**config.mk**
```make
export PLATFORM = sky130hd
export DESIGN_NAME = cut_sweep_ctrl_flat
export DESIGN_NICKNAME = d
export VERILOG_FILES = /design/src/rtl/cut_sweep_ctrl_if.sv /design/src/rtl/cut_sweep_ctrl.sv /design/src/flat_wrapper.sv
export SDC_FILE = /design/constraint.sdc
export NUM_CORES = 1
export LEC_CHECK = 0
export ABC_AREA = 1
export CORE_UTILIZATION = 46
export CTS_CLUSTER_SIZE = 8
export DETAILED_ROUTE_END_ITERATION = 8
export PLACE_DENSITY = 0.82
export SKIP_CTS_REPAIR_TIMING = 1
export SYNTH_ARGS = -nofsm -noshare
export SYNTH_HDL_FRONTEND = slang
export SYNTH_SLANG_ARGS = --single-unit
export TNS_END_PERCENT = 100
```
**constraint.sdc**
```tcl
create_clock -name clk -period 1.6 [get_ports clk]
set_input_delay 0.32 -clock clk [delete_from_list [all_inputs] [get_ports clk]]
set_output_delay 0.32 -clock clk [all_outputs]
set_load 0.005 [all_outputs]
```
**src/rtl/cut_sweep_ctrl_if.sv**
```systemverilog
// ---------------------------------------------------------------------------
// cut_sweep_ctrl_if
// Truth-table row stream between the sweep controller and the collector.
//   tt_valid : row valid (controller -> collector)
//   tt_ready : collector ready (collector -> controller)
//   tt_addr  : input vector of the current row
//   tt_data  : captured CUT response, f1 at bit 0
// Modports: master = controller side, slave = collector side.
// ---------------------------------------------------------------------------
interface cut_sweep_ctrl_if #(
  parameter int N_IN  = 5,
  parameter int N_OUT = 13
);
  logic             tt_valid;
  logic             tt_ready;
  logic [N_IN-1:0]  tt_addr;
  logic [N_OUT-1:0] tt_data;

  modport master (output tt_valid, output tt_addr, output tt_data, input tt_ready);
  modport slave  (input tt_valid, input tt_addr, input tt_data, output tt_ready);
endinterface

```
**src/rtl/cut_sweep_ctrl.sv**
```systemverilog
// ---------------------------------------------------------------------------
// cut_sweep_ctrl
// Walks a combinational circuit-under-test through all 2^N_IN input vectors.
// Each vector is applied, left to settle for SETTLE cycles, then the CUT
// response is captured and offered as one truth-table row on the tt stream.
//
// Ports:
//   clk, rst_n : rising-edge clock, asynchronous active-low reset
//   start      : begin a sweep (honoured only while idle)
//   abort      : cancel a sweep in progress at the next edge
//   x_out      : vector driven to the CUT inputs
//   f_in       : CUT outputs, f1 at bit 0
//   busy       : high from the start-accept edge until back in IDLE
//   done       : one-cycle pulse after the last row is accepted
//   sig        : MISR signature over all accepted rows
//   tt         : truth-table row stream (master side)
//
// Build option: define CUT_SWEEP_MISR_EN to include the signature register;
// without it sig is tied to zero.
// ---------------------------------------------------------------------------
module cut_sweep_ctrl #(
  parameter int               N_IN   = 5,
  parameter int               N_OUT  = 13,
  parameter int               SETTLE = 2,
  parameter logic [N_OUT-1:0] POLY   = 13'h001B
) (
  input  logic              clk,
  input  logic              rst_n,
  input  logic              start,
  input  logic              abort,
  output logic [N_IN-1:0]   x_out,
  input  logic [N_OUT-1:0]  f_in,
  output logic              busy,
  output logic              done,
  output logic [N_OUT-1:0]  sig,
  cut_sweep_ctrl_if.master  tt
);

  localparam logic [2:0] S_IDLE    = 3'd0;
  localparam logic [2:0] S_APPLY   = 3'd1;
  localparam logic [2:0] S_SETTLE  = 3'd2;
  localparam logic [2:0] S_CAPTURE = 3'd3;
  localparam logic [2:0] S_DONE    = 3'd4;

  localparam logic [3:0]      SETTLE_CNT = 4'(SETTLE);
  localparam logic [N_IN-1:0] LAST_IDX   = {N_IN{1'b1}};

  // One MISR step: shift left, fold the carried-out bit back through POLY,
  // then absorb the new response word.
  function automatic logic [N_OUT-1:0] misr_next(input logic [N_OUT-1:0] cur,
                                                 input logic [N_OUT-1:0] din);
    logic [N_OUT-1:0] fb;
    fb = cur[N_OUT-1] ? POLY : {N_OUT{1'b0}};
    return {cur[N_OUT-2:0], 1'b0} ^ fb ^ din;
  endfunction

  logic [2:0]       state_r;
  logic [3:0]       cnt_r;
  logic [N_IN-1:0]  idx_r;
  logic             busy_r;
  logic             done_r;
  logic             tt_valid_r;
  logic [N_IN-1:0]  tt_addr_r;
  logic [N_OUT-1:0] tt_data_r;
  logic             start_s;
  logic             accept_s;

  // abort beats start in IDLE and beats the handshake in CAPTURE
  assign start_s  = (state_r == S_IDLE) && start && !abort;
  assign accept_s = (state_r == S_CAPTURE) && tt_valid_r && tt.tt_ready && !abort;

  // Sweep sequencer: state, vector index, settle counter and row registers
  always_ff @(posedge clk or negedge rst_n) begin
    if (!rst_n) begin
      state_r    <= S_IDLE;
      cnt_r      <= 4'd0;
      idx_r      <= {N_IN{1'b0}};
      busy_r     <= 1'b0;
      done_r     <= 1'b0;
      tt_valid_r <= 1'b0;
      tt_addr_r  <= {N_IN{1'b0}};
      tt_data_r  <= {N_OUT{1'b0}};
    end else if (abort && (state_r != S_IDLE)) begin
      // cancel: rows and x_out keep their last values, no done pulse
      state_r    <= S_IDLE;
      cnt_r      <= 4'd0;
      busy_r     <= 1'b0;
      done_r     <= 1'b0;
      tt_valid_r <= 1'b0;
    end else begin
      done_r <= 1'b0;
      case (state_r)
        S_IDLE: begin
          if (start_s) begin
            state_r <= S_APPLY;
            idx_r   <= {N_IN{1'b0}};
            busy_r  <= 1'b1;
          end else begin
            state_r <= S_IDLE;
          end
        end
        S_APPLY: begin
          cnt_r   <= SETTLE_CNT;
          state_r <= S_SETTLE;
        end
        S_SETTLE: begin
          // counter was loaded with SETTLE, so this fires after SETTLE cycles
          if (cnt_r <= 4'd1) begin
            cnt_r      <= 4'd0;
            tt_data_r  <= f_in;
            tt_addr_r  <= idx_r;
            tt_valid_r <= 1'b1;
            state_r    <= S_CAPTURE;
          end else begin
            cnt_r <= cnt_r - 4'd1;
          end
        end
        S_CAPTURE: begin
          if (accept_s) begin
            tt_valid_r <= 1'b0;
            if (idx_r == LAST_IDX) begin
              state_r <= S_DONE;
              done_r  <= 1'b1;
            end else begin
              // x_out moves to the next vector on entry to APPLY, never mid-row
              idx_r   <= idx_r + 1'b1;
              state_r <= S_APPLY;
            end
          end else begin
            state_r <= S_CAPTURE;
          end
        end
        S_DONE: begin
          busy_r  <= 1'b0;
          state_r <= S_IDLE;
        end
        default: begin
          state_r    <= S_IDLE;
          busy_r     <= 1'b0;
          tt_valid_r <= 1'b0;
        end
      endcase
    end
  end

  assign x_out       = idx_r;
  assign busy        = busy_r;
  assign done        = done_r;
  assign tt.tt_valid = tt_valid_r;
  assign tt.tt_addr  = tt_addr_r;
  assign tt.tt_data  = tt_data_r;

`ifdef CUT_SWEEP_MISR_EN
  logic [N_OUT-1:0] sig_r;

  // Signature register: cleared on start, folds in each accepted row
  always_ff @(posedge clk or negedge rst_n) begin
    if (!rst_n) begin
      sig_r <= {N_OUT{1'b0}};
    end else if (start_s) begin
      sig_r <= {N_OUT{1'b0}};
    end else if (accept_s) begin
      sig_r <= misr_next(sig_r, tt_data_r);
    end else begin
      sig_r <= sig_r;
    end
  end

  assign sig = sig_r;
`else
  assign sig = {N_OUT{1'b0}};
`endif

endmodule

```
**src/flat_wrapper.sv**
```systemverilog
// flat-port wrapper written by rule: the top's interface ports become plain ports
module cut_sweep_ctrl_flat 
#(
  parameter int               N_IN   = 5,
  parameter int               N_OUT  = 13,
  parameter int               SETTLE = 2,
  parameter logic [N_OUT-1:0] POLY   = 13'h001B
)
  (clk, rst_n, start, abort, x_out, f_in, busy, done, sig, tt_tt_valid, tt_tt_addr, tt_tt_data, tt_tt_ready);
  cut_sweep_ctrl_if #(.N_IN(N_IN), .N_OUT(N_OUT)) tt_i ();
  input  logic clk;
  input  logic rst_n;
  input  logic start;
  input  logic abort;
  output logic [N_IN-1:0] x_out;
  input  logic [N_OUT-1:0] f_in;
  output logic busy;
  output logic done;
  output logic [N_OUT-1:0] sig;
  output wire logic [$bits(tt_i.tt_valid)-1:0] tt_tt_valid;
  output wire logic [$bits(tt_i.tt_addr)-1:0] tt_tt_addr;
  output wire logic [$bits(tt_i.tt_data)-1:0] tt_tt_data;
  input wire logic [$bits(tt_i.tt_ready)-1:0] tt_tt_ready;
  assign tt_tt_valid = tt_i.tt_valid;
  assign tt_tt_addr = tt_i.tt_addr;
  assign tt_tt_data = tt_i.tt_data;
  assign tt_i.tt_ready = tt_tt_ready;
  cut_sweep_ctrl #(.N_IN(N_IN), .N_OUT(N_OUT), .SETTLE(SETTLE), .POLY(POLY)) u_core (.clk(clk), .rst_n(rst_n), .start(start), .abort(abort), .x_out(x_out), .f_in(f_in), .busy(busy), .done(done), .sig(sig), .tt(tt_i));
endmodule
```
======== Word level (Yosys, flattened, before mapping) ========
Cells that the tools add are included.
cells by class
  bitwise logic cells ..................... 1
  equal/unequal tests ..................... 13
  multiplexer cells ....................... 24
  magnitude comparators ................... 1
  reductions and logical operators ........ 17
  $add $sub $neg .......................... 2
operators with widths
  cell                                                                              number
  5-bit 2-to-1 mux                                                                  3
  3-bit 2-to-1 mux                                                                  4
  3-bit case mux with 4 select lines                                                1
  1-bit 2-to-1 mux                                                                  10
  5-bit case mux with 2 select lines                                                1
  4-bit 2-to-1 mux                                                                  2
  2-bit by 1-bit != test with 1-bit output, second input constant                   4
  4-bit case mux with 2 select lines                                                1
  3-bit by 2-bit equality test with 1-bit output, second input constant             2
  1-bit logical AND                                                                 6
  3-bit by 2-bit != test with 1-bit output, second input constant                   2
  3-bit AND reduction                                                               2
  3-bit nonzero test                                                                2
  3-bit OR reduction                                                                2
  5-bit by 1-bit adder with 5-bit output, second input constant                     1
  5-bit equality test, second input constant                                        1
  5-bit AND reduction                                                               1
  4-bit by 1-bit less-or-equal comparator with 1-bit output, second input constant  1
  4-bit by 1-bit subtractor with 4-bit output, second input constant                1
  3-bit by 1-bit equality test with 1-bit output, second input constant             1
  3-bit equality test, second input constant                                        1
  3-bit logical NOT                                                                 1
  3-bit by 1-bit != test with 1-bit output, second input constant                   1
  1-bit case mux with 3 select lines                                                1
  6 further kinds                                                                   6
word-level totals
  input port bits ......................... 18
  output and inout port bits .............. 39
  bits in registers ....................... 33

======== Longest topological paths before layout ========
  depth after elaboration ................. 7
  gate-level depth with buffers ........... 10
  mapped depth without buffers ............ 10

======== Least setup slack after synthesis ========
No wires, ideal clock.
  kind .................................... register to register
  start point ............................. register u_core.idx_r[0], in the netlist u_core.x_out[0]
  end point ............................... register u_core.idx_r[3], in the netlist u_core.x_out[3]
  required time ........................... 1.483 ns
  path buffers ............................ 0
  stages on the path, launching flop included .. 11
  setup time .............................. 0.117 ns
  period minus slack after synthesis ...... 1.481 ns
  arrival ................................. 1.364 ns
  slack ................................... 0.119 ns
  cell sequence ........................... dfrtp_1 -> ha_1 -> nand2_1 -> nor2_1 -> ha_1 -> inv_1 -> nand2_1 -> o21ai_4 -> nand2_4 -> nand2_1 -> nand2_1
between the ends
  word-level cells in the longest chain between the ends .. 4
ends and longest elaborated chain
  what                                    RTL line               RTL
  start, declared                         cut_sweep_ctrl.sv:59   logic [N_IN-1:0] idx_r;
  start signal, assigned                  cut_sweep_ctrl.sv:77   idx_r <= {N_IN{1'b0}};
  start signal, assigned                  cut_sweep_ctrl.sv:96   idx_r <= {N_IN{1'b0}};
  start signal, assigned                  cut_sweep_ctrl.sv:126  idx_r <= idx_r + 1'b1;
  5-bit by 1-bit adder with 5-bit output  cut_sweep_ctrl.sv:126
  5-bit 2-to-1 mux                        cut_sweep_ctrl.sv:121  if (idx_r == LAST_IDX) begin
  5-bit 2-to-1 mux                        cut_sweep_ctrl.sv:119  if (accept_s) begin
  5-bit case mux with 2 select lines      cut_sweep_ctrl.sv:92   case (state_r)
Several ways; a longest one is shown, not always the timed one. The select of a mux whose other input is x is not followed.
A chain may end at the register's enable or synchronous reset.

======== Worst setup path after layout ========
  start point ............................. register u_core.tt_valid_r, in the netlist u_core.tt.tt_valid
  end point ............................... output port tt_tt_valid
RTL lines
  what                    RTL line               RTL
  start, declared         cut_sweep_ctrl.sv:62   logic tt_valid_r;
  start signal, assigned  cut_sweep_ctrl.sv:80   tt_valid_r <= 1'b0;
  start signal, assigned  cut_sweep_ctrl.sv:89   tt_valid_r <= 1'b0;
  start signal, assigned  cut_sweep_ctrl.sv:112  tt_valid_r <= 1'b1;
  end, declared           flat_wrapper.sv:20     output wire logic [$bits(tt_i.tt_valid)-1:0] tt_tt_valid;
No word-level cell between the ends.

==> key figures <==
Outcome
  • Status: finished clean

Critical path
  • Flop-to-flop setup slack: 0.09 ns
  • R2r worst-path depth: 10
  • Crit path largest cell delay: 0.52 ns
  • Total stage count of the critical path: 1
  • Delay-heaviest family, CP: buffers and inverters
  • CP cell instances: clkdlybuf4s50_1
  • Crit path arrival time: 1.21 ns
  • Critical path type: flip-flop to output pin
  • CP Capture Type: output pin
  • Startpoint types: flip-flop
  • Crit Path Max Fanout: 3
  • Crit path buf inv count: 1
  • CP required: 1.28 ns
  • Worst path slowest cell: clkdlybuf4s50_1

Clocking
  • Clock sinks: 33
  • Max clock buf depth: 2
  • CTS tree: built
  • CTS Root Cell: clkbuf_8
  • Htree depth: 2
  • Clock Pin Slew Worst Setup and Hold Paths: 0.07 ns
  • CTS Buf Count: 5
  • Later-pin clock latency in the skew report: 0.29 ns

Pwr
  • VDD IR max: 0.000818 V
  • Overall Power: 3930 uW
  • PD cells: 1650 nW/um^2
  • Static Leak: 0.00125 uW

Placed design
  • Pre-CTS WS: -0.00675 ns
  • PortBufs: 43
  • Placed Cells: 301
  • Detailed placer's ending HPWL: 2560 um
  • Routability congestion estimate: 0.779

Logic synthesis
  • Synth top area cells: dfrtp_1 47%, nand2_1 15%, nand3_1 6.6%, buf_4 5.6%, ha_1 2.9%
  • Mapped Area: 1750 um^2
  • Number of synthesized flops with an enable pin: 0
  • Synth cell count leaders: 70 x nand2_1, 33 x dfrtp_1, 23 x nand3_1
  • Syn Inst Count: 205
  • Mean Syn Cell Area: 8.54 um^2
  • Top-count cell post-synth: nand2_1
  • Ys async rst share: 100%
  • Ys flop type: dfrtp_1
  • Area share of the largest cell type after synthesis: 47.1%
  • Seq/Total Area, Yosys: 47.1%
  • Ys Warns: 0
  • Synth cell types: 29
  • Synth Register Bits: 33
  • Yosys top cell by area: dfrtp_1

Routing
  • DR WL/cell: 11.6 um
  • Routed vias/inst: 4.74
  • Vias: 1494
  • Final wirelength: 3650 um
  • ANT nets after route: 0
  • First drt pass iteration count: 4
  • Drc violations: 0
  • Number of DRC markers in iteration 0: 78

Flow run
  • Max Cap Violations: 0

Timing
  • Max Transition Viols Final: 0
  • Final min period: 1.53 ns
  • Layout Skew: 0.00530 ns
  • Endpoints failing setup: 0
  • Final hold violations: 0
  • Setup tns final: 0 ns
  • Post-route setup slack: 0.0732 ns
  • Maximum clock frequency: 655 MHz
  • Final worst-path cycle share: 95.4%

Final layout
  • Area grow syn2layout: 36.2%
  • Diode count: 0
  • Share of post-route cells with drive strength above 1: 17.2%
  • Fin nets: 288
  • Fin cells: 315

Hold path
  • Hold Crit Class: input port to async pin

Floorplan
  • Ports: 57
  • Core area: 3660 um^2
  • Horiz. Die Dim: 63.7 um
  • DIE HEIGHT: 63.7 um
  • Die area: 4060 um^2
  • Initial Utilization: 47.8%
  • FP Rows: 22

Global route
  • Grt total ovfl: 0
  • Overall routing resource usage: 19.5%
  • Largest net degree at the start of global routing: 34
  • Number of antenna violations at the first check in global routing: 0
  • Vias in the first global route: 1379
  • First-pass GRT wire length: 6090 um
==> where the power goes <==
group	internal, uW	switching [uW]	leakage [uW]
clock network	300	318	0.0000439
registers	1140	213	0.000433
logic	941	1020	0.000769
total	2380	1550	0.00125
==> through the flow <==
stage | instance area (um^2) | utilization (%) | hold WS, ns
2_1_floorplan | 1800 | - | 0.0244
3_3_place_gp | 2240 | 61.1 | 0.454
3_5_place_dp | 2240 | 61.1 | 0.459
4_1_cts | 2320 | 63.5 | 0.398
5_1_grt | 2390 | 65.2 | 0.399
6_report | 2390 | 65.2 | 0.390
==> final timing paths <==
check / from / to
max reg2reg: u_core.x_out[0] / u_core.x_out[1]
max in group asynchronous: rst_n / u_core.x_out[3]
min reg2reg: u_core.tt.tt_data[10] / u_core.tt.tt_data[10]
min: rst_n / u_core.tt.tt_data[1]
min in group clk: u_core.tt.tt_data[10] / u_core.tt.tt_data[10]
max: u_core.tt.tt_valid / tt_tt_valid
==> cell type report <==
cell class / count / area, um^2
Clock buffer: 5 / 68.8
Clock inverter: 3 / 17.5
Fill cell: 315 / 1270
Inverter: 15 / 56.3
Multi-Input combinational cell: 152 / 781
Sequential cell: 33 / 827
Tap cell: 48 / 60.1
Timing Repair Buffer: 59 / 576
==> flip-flops by register name (all words and copies together), names as in the netlist <==
signal	flops
u_core.busy	1
u_core.cnt_r	4
u_core.done	1
u_core.state_r	3
u_core.tt.tt_addr	5
u_core.tt.tt_data	13
u_core.tt.tt_valid	1
u_core.x_out	5
==> per-layer routing <==
metal  track usage [%]  part of all wire (%)  vias up
met5                 0                     0        -
met4              8.81                   1.9        0
met3              4.17                   3.6        6
met2              30.1                    48       29
met1              26.1                    46      710
li1                  -                     -      749
==> kinds of logic (layout without fill, tap and decap cells) <==
| family | Yosys count | count (layout) | synth area share (%) |
|---|---|---|---|
| buffers and inverters | 32 | 82 | 11.0 |
| adders and majority gates | 4 | 4 | 2.86 |
| xor gates and xnor gates | 2 | 2 | 1.00 |
| AOI/OAI and AO/OA | 11 | 11 | 4.79 |
| and+or+nand+nor | 122 | 122 | 33.0 |
| other | 1 | 13 | 0.214 |
| DFF | 33 | 33 | 47.1 |
==> cells in the final DEF, fill, tap and decap left out, types with 2 or more instances in the layout <==
cell type	count
buf_4	13
dlymetal6s2s_1	2
clkbuf_8	5
inv_2	5
nor3_1	2
nor2_1	11
nand2_4	2
nand3_1	23
clkinv_2	2
nand2_2	4
a21oi_1	2
dfrtp_1	32
o21ai_0	2
nand3b_1	4
nand2_1	70
ha_1	3
conb_1	13
inv_1	10
buf_6	2
o21ai_2	3
clkdlybuf4s50_1	41
xor2_1	2
No activity file was read; power rests on OpenSTA's default activity.
